**config.mk**
```make
export PLATFORM = sky130hd
export DESIGN_NAME = rob_commit_ctrl
export DESIGN_NICKNAME = d
export VERILOG_FILES = /design/src/rtl/rob_commit_ctrl.sv
export SDC_FILE = /design/constraint.sdc
export NUM_CORES = 2
export LEC_CHECK = 0
export BUFFER_PORTS_ARGS = -buffer_cell sky130_fd_sc_hd__buf_2
export CORE_MARGIN = 3
export CORE_UTILIZATION = 67
export DETAILED_ROUTE_END_ITERATION = 12
export PLACE_DENSITY = 0.86
export SYNTH_ARGS = -nofsm -noshare
export SYNTH_HDL_FRONTEND = slang
export SYNTH_SLANG_ARGS = --single-unit
```
**constraint.sdc**
```tcl
create_clock -name clk -period 22.1 [get_ports clk]
set_input_delay 4.42 -clock clk [delete_from_list [all_inputs] [get_ports clk]]
set_output_delay 4.42 -clock clk [all_outputs]
set_load 0.05 [all_outputs]
```
**src/rtl/rob_commit_ctrl.sv**
```systemverilog
// In-order reorder buffer: allocates tags at dispatch, records CDB completions,
// retires the head into the regfile port one entry per cycle and flushes on a mispredicted branch.
module rob_commit_ctrl #(
  parameter int DEPTH = 16,
  parameter int TAG_W = 4
) (
  input  logic             clk,
  input  logic             rst,
  input  logic             rdy,
  input  logic             ID_valid,
  input  logic [4:0]       ID_reg_dest,
  input  logic             ID_is_branch,
  output logic [TAG_W-1:0] ID_tag,
  output logic             ROB_full,
  input  logic             CDB_valid,
  input  logic [TAG_W-1:0] CDB_tag,
  input  logic [31:0]      CDB_data,
  input  logic             CDB_mispredict,
  input  logic [31:0]      CDB_target,
  input  logic [TAG_W-1:0] QUERY1_tag,
  output logic             QUERY1_ready,
  output logic [31:0]      QUERY1_data,
  input  logic [TAG_W-1:0] QUERY2_tag,
  output logic             QUERY2_ready,
  output logic [31:0]      QUERY2_data,
  output logic             ROB_data_valid,
  output logic [4:0]       ROB_reg_dest,
  output logic [TAG_W-1:0] ROB_tag,
  output logic [31:0]      ROB_data,
  output logic             clear,
  output logic             redirect_valid,
  output logic [31:0]      redirect_pc
);

  logic [TAG_W-1:0] head_q, head_d, tail_q, tail_d;
  logic [TAG_W:0]   count_q, count_d;

  logic [DEPTH-1:0] busy_q, ready_q, br_q, mp_q;
  logic [4:0]       dest_q [DEPTH];
  logic [31:0]      data_q [DEPTH];
  logic [31:0]      tgt_q  [DEPTH];

  logic             cm_valid_q, cm_valid_d;
  logic [4:0]       cm_dest_q, cm_dest_d;
  logic [TAG_W-1:0] cm_tag_q, cm_tag_d;
  logic [31:0]      cm_data_q, cm_data_d;
  logic             clear_q, clear_d;
  logic [31:0]      redir_pc_q, redir_pc_d;

  logic full, commit_en, flush, alloc_en, cpl_en;

  // A flush discards any allocation or completion arriving at the same edge.
  always_comb begin
    full      = (count_q == (TAG_W+1)'(DEPTH));
    commit_en = rdy && (count_q != '0) && busy_q[head_q] && ready_q[head_q];
    flush     = commit_en && br_q[head_q] && mp_q[head_q];
    alloc_en  = rdy && ID_valid && !full && !clear_q && !flush;
    cpl_en    = rdy && CDB_valid && busy_q[CDB_tag] && !clear_q && !flush;
  end

  always_comb begin
    head_d     = head_q;
    tail_d     = tail_q;
    count_d    = count_q;
    cm_valid_d = cm_valid_q;
    cm_dest_d  = cm_dest_q;
    cm_tag_d   = cm_tag_q;
    cm_data_d  = cm_data_q;
    clear_d    = clear_q;
    redir_pc_d = redir_pc_q;
    if (rdy) begin
      cm_valid_d = commit_en;
      clear_d    = flush;
      if (commit_en) begin
        cm_dest_d = dest_q[head_q];
        cm_tag_d  = head_q;
        cm_data_d = data_q[head_q];
      end
      if (flush) begin
        redir_pc_d = tgt_q[head_q];
        head_d     = '0;
        tail_d     = '0;
        count_d    = '0;
      end else begin
        if (commit_en) head_d = head_q + 1'b1;
        if (alloc_en)  tail_d = tail_q + 1'b1;
        count_d = count_q + (TAG_W+1)'(alloc_en) - (TAG_W+1)'(commit_en);
      end
    end
  end

  always_ff @(posedge clk or posedge rst) begin
    if (rst) begin
      head_q     <= '0;
      tail_q     <= '0;
      count_q    <= '0;
      cm_valid_q <= 1'b0;
      cm_dest_q  <= '0;
      cm_tag_q   <= '0;
      cm_data_q  <= '0;
      clear_q    <= 1'b0;
      redir_pc_q <= '0;
    end else begin
      head_q     <= head_d;
      tail_q     <= tail_d;
      count_q    <= count_d;
      cm_valid_q <= cm_valid_d;
      cm_dest_q  <= cm_dest_d;
      cm_tag_q   <= cm_tag_d;
      cm_data_q  <= cm_data_d;
      clear_q    <= clear_d;
      redir_pc_q <= redir_pc_d;
    end
  end

  always_ff @(posedge clk or posedge rst) begin
    if (rst) begin
      busy_q  <= '0;
      ready_q <= '0;
    end else if (flush) begin
      busy_q  <= '0;
      ready_q <= '0;
    end else begin
      if (cpl_en)    ready_q[CDB_tag] <= 1'b1;
      if (commit_en) busy_q[head_q]   <= 1'b0;
      if (alloc_en) begin
        busy_q[tail_q]  <= 1'b1;
        ready_q[tail_q] <= 1'b0;
      end
    end
  end

  // Payload is only meaningful while the matching busy bit is set, so it carries no reset.
  always_ff @(posedge clk) begin
    if (alloc_en) begin
      dest_q[tail_q] <= ID_reg_dest;
      br_q[tail_q]   <= ID_is_branch;
      mp_q[tail_q]   <= 1'b0;
    end
    if (cpl_en) begin
      data_q[CDB_tag] <= CDB_data;
      mp_q[CDB_tag]   <= CDB_mispredict;
      tgt_q[CDB_tag]  <= CDB_target;
    end
  end

  always_comb begin
    QUERY1_ready = 1'b0;
    QUERY1_data  = '0;
    QUERY2_ready = 1'b0;
    QUERY2_data  = '0;
    if (CDB_valid && CDB_tag == QUERY1_tag) begin
      QUERY1_ready = 1'b1;
      QUERY1_data  = CDB_data;
    end else if (busy_q[QUERY1_tag] && ready_q[QUERY1_tag]) begin
      QUERY1_ready = 1'b1;
      QUERY1_data  = data_q[QUERY1_tag];
    end
    if (CDB_valid && CDB_tag == QUERY2_tag) begin
      QUERY2_ready = 1'b1;
      QUERY2_data  = CDB_data;
    end else if (busy_q[QUERY2_tag] && ready_q[QUERY2_tag]) begin
      QUERY2_ready = 1'b1;
      QUERY2_data  = data_q[QUERY2_tag];
    end
  end

  // Pulses are held while rdy is low so a pending commit is not lost, but only shown when enabled.
  assign ID_tag         = tail_q;
  assign ROB_full       = full;
  assign ROB_data_valid = cm_valid_q && rdy;
  assign ROB_reg_dest   = cm_dest_q;
  assign ROB_tag        = cm_tag_q;
  assign ROB_data       = cm_data_q;
  assign clear          = clear_q && rdy;
  assign redirect_valid = clear_q && rdy;
  assign redirect_pc    = redir_pc_q;

endmodule

```
==> impl_metrics.toml <==
[detailed_routing]
via_per_inst = 7.774
vias = 33250
drt_iter0_drc = 4939
drtAntennaViolNets = 0
drc = 0
routedWlPerCell_um = 37.88
totalWireLength_um = 162000
dr.pass1.iters = 6

[critical_path]
crit_arrival_ns = 8.17
r2r_end = "count_q[4]"
cp_slowest_cell = "buf_4"
critPathCaptureType = "output port"
cp.required_ns = 17.68
path_buf_inv = 4
r2r_slack_ns = 15.21
path_cells = "clkbuf_8 -> buf_4 -> buf_4 -> mux4_2 -> mux4_2 -> nand2b_1 -> o21ai_0 -> buf_2"
slowest_delay_ns = 0.75
timing.rr.start = "head_q[3]"
path_max_fanout = 60
crit_family = "buffers and inverters"
worst-setup-path-type = "in2out"
reg2reg_depth = 20
critPathLaunchType = "input pin"

[power_and_ir_drop]
p_int_mw = 4.821
swShare_pct = 30.70
power_frac_comb_pct = 28.3
p_leak_nw = 21.19
peakVddDrop_v = 0.00009405
power_density_nw_per_um2 = 109.3
p_seq_share_pct = 41.0
switching_power_mw = 2.136
clkPwrFrac_pct = 30.7

[sta]
tightest_slew_ns = 1.285
post-route-period-util_pct = 56.95
worst_slew_margin_rel_pct = 14.34
worst_clock_skew_ns = 0.03149
tns_ns = 0
fmax_ghz = 0.07945
hold_violations = 0
setup_viol = 0
slew_viol_final = 0
finalCriticalPeriod_ns = 12.59
rsz0062_at_grt = "false"

[synthesis]
synth_area_um2 = 57190
ys_async_sr_fraction_pct = 9.554
avgSynthCellArea_um2 = 20.27
synth_cells = 2821
ys_top_cells_by_count = "1,120 x edfxtp_1, 687 x mux4_2, 218 x nand2_1, 122 x clkbuf_1, 120 x dfrtp_1"
synth_nets = 2924
synth_cell_type_count = 50
ys.flop_type = "edfxtp_1"
ys_ff_latch = 1256
yosysTopAreaCell = "edfxtp_1"
synth_top_area_share_pct = 58.81
synth.area.top_cells = "edfxtp_1 59%, mux4_2 27%, dfrtp_1 5.3%"
seq_area_frac_synth_pct = 64.62
yosys_warnings = 0
yosysMostFrequentCell = "edfxtp_1"
synth_edf_count = 1120

[status]
status = "complete, no violations"

[final_layout]
fin_area_um2 = 63620
layout.nets = 3129
finalNonFillerCells = 4277
syn2layout_area_growth_pct = 11.25
fillers = 4379
drive_above_1_share_pct = 39.64

[placed_design]
dpl.cell_count = 4038
placed_area_um2 = 59530
dp.final_hpwl_um = 84990
numPortBuffers = 234
gp_congestion = 0.9163

[clocking]
clkSinkCount = 1256
worstSkewPairLatency_ns = 0.71
max-clock-path-buffers = 3
cts_resized = 0
numCtsBuffers = 120
cts_tree = "built"
cts.hold.buffers_added = 0
cts_setup_buffers = 0
clk_pin_slew_ns = 0.06
cts_root_buf = "clkbuf_16"
h-tree-depth = 3

[run]
drv_cap = 0

[grt]
overflow = 0
track_usage_pct = 37.40
grt_pass1_vias = 35226
grt_max_degree = 82
grt_pass1_wl_um = 240300
antenna_found_initial = 21

[floorplanning]
initial_core_util_pct = 68.02
coreArea_um2 = 84090
rows = 106
die_h_um = 298.2
dieWidth_um = 298.2
io_pins = 235
dieArea_um2 = 88900

[worst_hold_path]
hold_class = "reg2reg"
whs_path_depth = 2
hold_start = "mp_q[6]"
worst_hold_path.endpoint = "mp_q[6]"
## flip-flops by register name (all words and copies together) (netlist names), 5 cells and up
name,cells
ROB_data,32
redirect_pc,32
ROB_reg_dest,5
busy_q,16
dest_q,80
tgt_q,512
ready_q,16
count_q,5
mp_q,16
br_q,16
data_q,512
## power groups by stage
stage               logic [mW]  registers, mW  clock network [mW]
global placement          1.86           2.89                   0
floorplan                 1.35           2.97                   0
finish                    1.97           2.85                2.13
CTS                       1.96           2.85                2.15
detailed placement        1.92           2.89                   0
global route              2.06           2.87                2.24
## tightest hold or removal path, stage by stage, from the launching register on
cell and delay [ns]:
dfxtp_1 0.31, o21ai_0 0.06, mux2i_1 0.06
## cells in the final DEF, fill, tap and decap left out, drive strengths merged, types with 39 or more instances in the layout
cell type / netlist / final
buf: 92 / 295
clkbuf: 122 / 156
clkinv: 0 / 49
dfrtp: 120 / 120
edfxtp: 1120 / 1120
mux2: 39 / 39
mux4: 687 / 687
nand2: 218 / 218
nand2b: 74 / 74
o21ai: 95 / 95
## layer usage
metal | vias up | global-route usage [%] | part of all wire (%)
li1 | 12378 | - | -
met1 | 17051 | 47.90 | 31
met2 | 3070 | 60.26 | 50
met3 | 737 | 9.808 | 13
met4 | 14 | 19.28 | 5.8
met5 | - | 0.05411 | 0.059
## cell type report
type                       count  area, um^2  share of cell area (%)
antenna                       12       30.03                 0.04720
clock buffer                 154        3182                   5.001
clock inverter                73       887.1                   1.394
inverter                      23       91.34                  0.1436
multi-input combinational   1328       19370                   30.44
sequential                  1256       36970                   58.11
tap                         1134        1419                   2.230
timing repair buffer         297        1679                   2.639
## how the worst max path moves through the flow
| stage | startpoint | endpoint | slack (ns) | cells past startpoint |
|---|---|---|---|---|
| 6_report | QUERY2_tag[0] | QUERY2_data[7] | 9.51 | 8 |
| 5_1_grt | QUERY2_tag[0] | QUERY2_data[7] | 9.21 | 8 |
| 4_1_cts | QUERY2_tag[0] | QUERY2_data[7] | 9.45 | 8 |
| 3_5_place_dp | QUERY2_tag[0] | QUERY2_data[7] | 9.45 | 8 |
| 3_3_place_gp | QUERY2_tag[0] | QUERY2_data[7] | 9.51 | 8 |
| 2_1_floorplan | CDB_tag[1] | data_q[4][0] | 9.67 | 7 |
## kinds of logic (layout without fill, tap and decap cells)
family	after synthesis	count (layout)	synth area share, %
XOR/XNOR	15	15	0.2297
AO/OA/AOI/OAI	152	152	1.610
other	0	12	0
multiplexers	743	743	28.12
flip-flops	1256	1256	64.62
buffers and inverters	237	547	1.706
AND/OR/NAND/NOR	403	403	3.378
adder cells (fa/ha/maj)	15	15	0.3413
## per-stage QoR
stage                     util [%]  worst slack, ns  hold slack (ns)  power [mW]
after floorplan                  -            9.667           0.4529       4.327
after global placement       70.79            9.511           0.4552       4.745
after detailed placement     70.79            9.454           0.4573       4.808
after CTS                    75.63            9.446           0.4771       6.958
after global routing         75.65            9.210           0.4936       7.158
final                        75.67            9.513           0.4759       6.956
No activity file was read; power rests on OpenSTA's default activity.
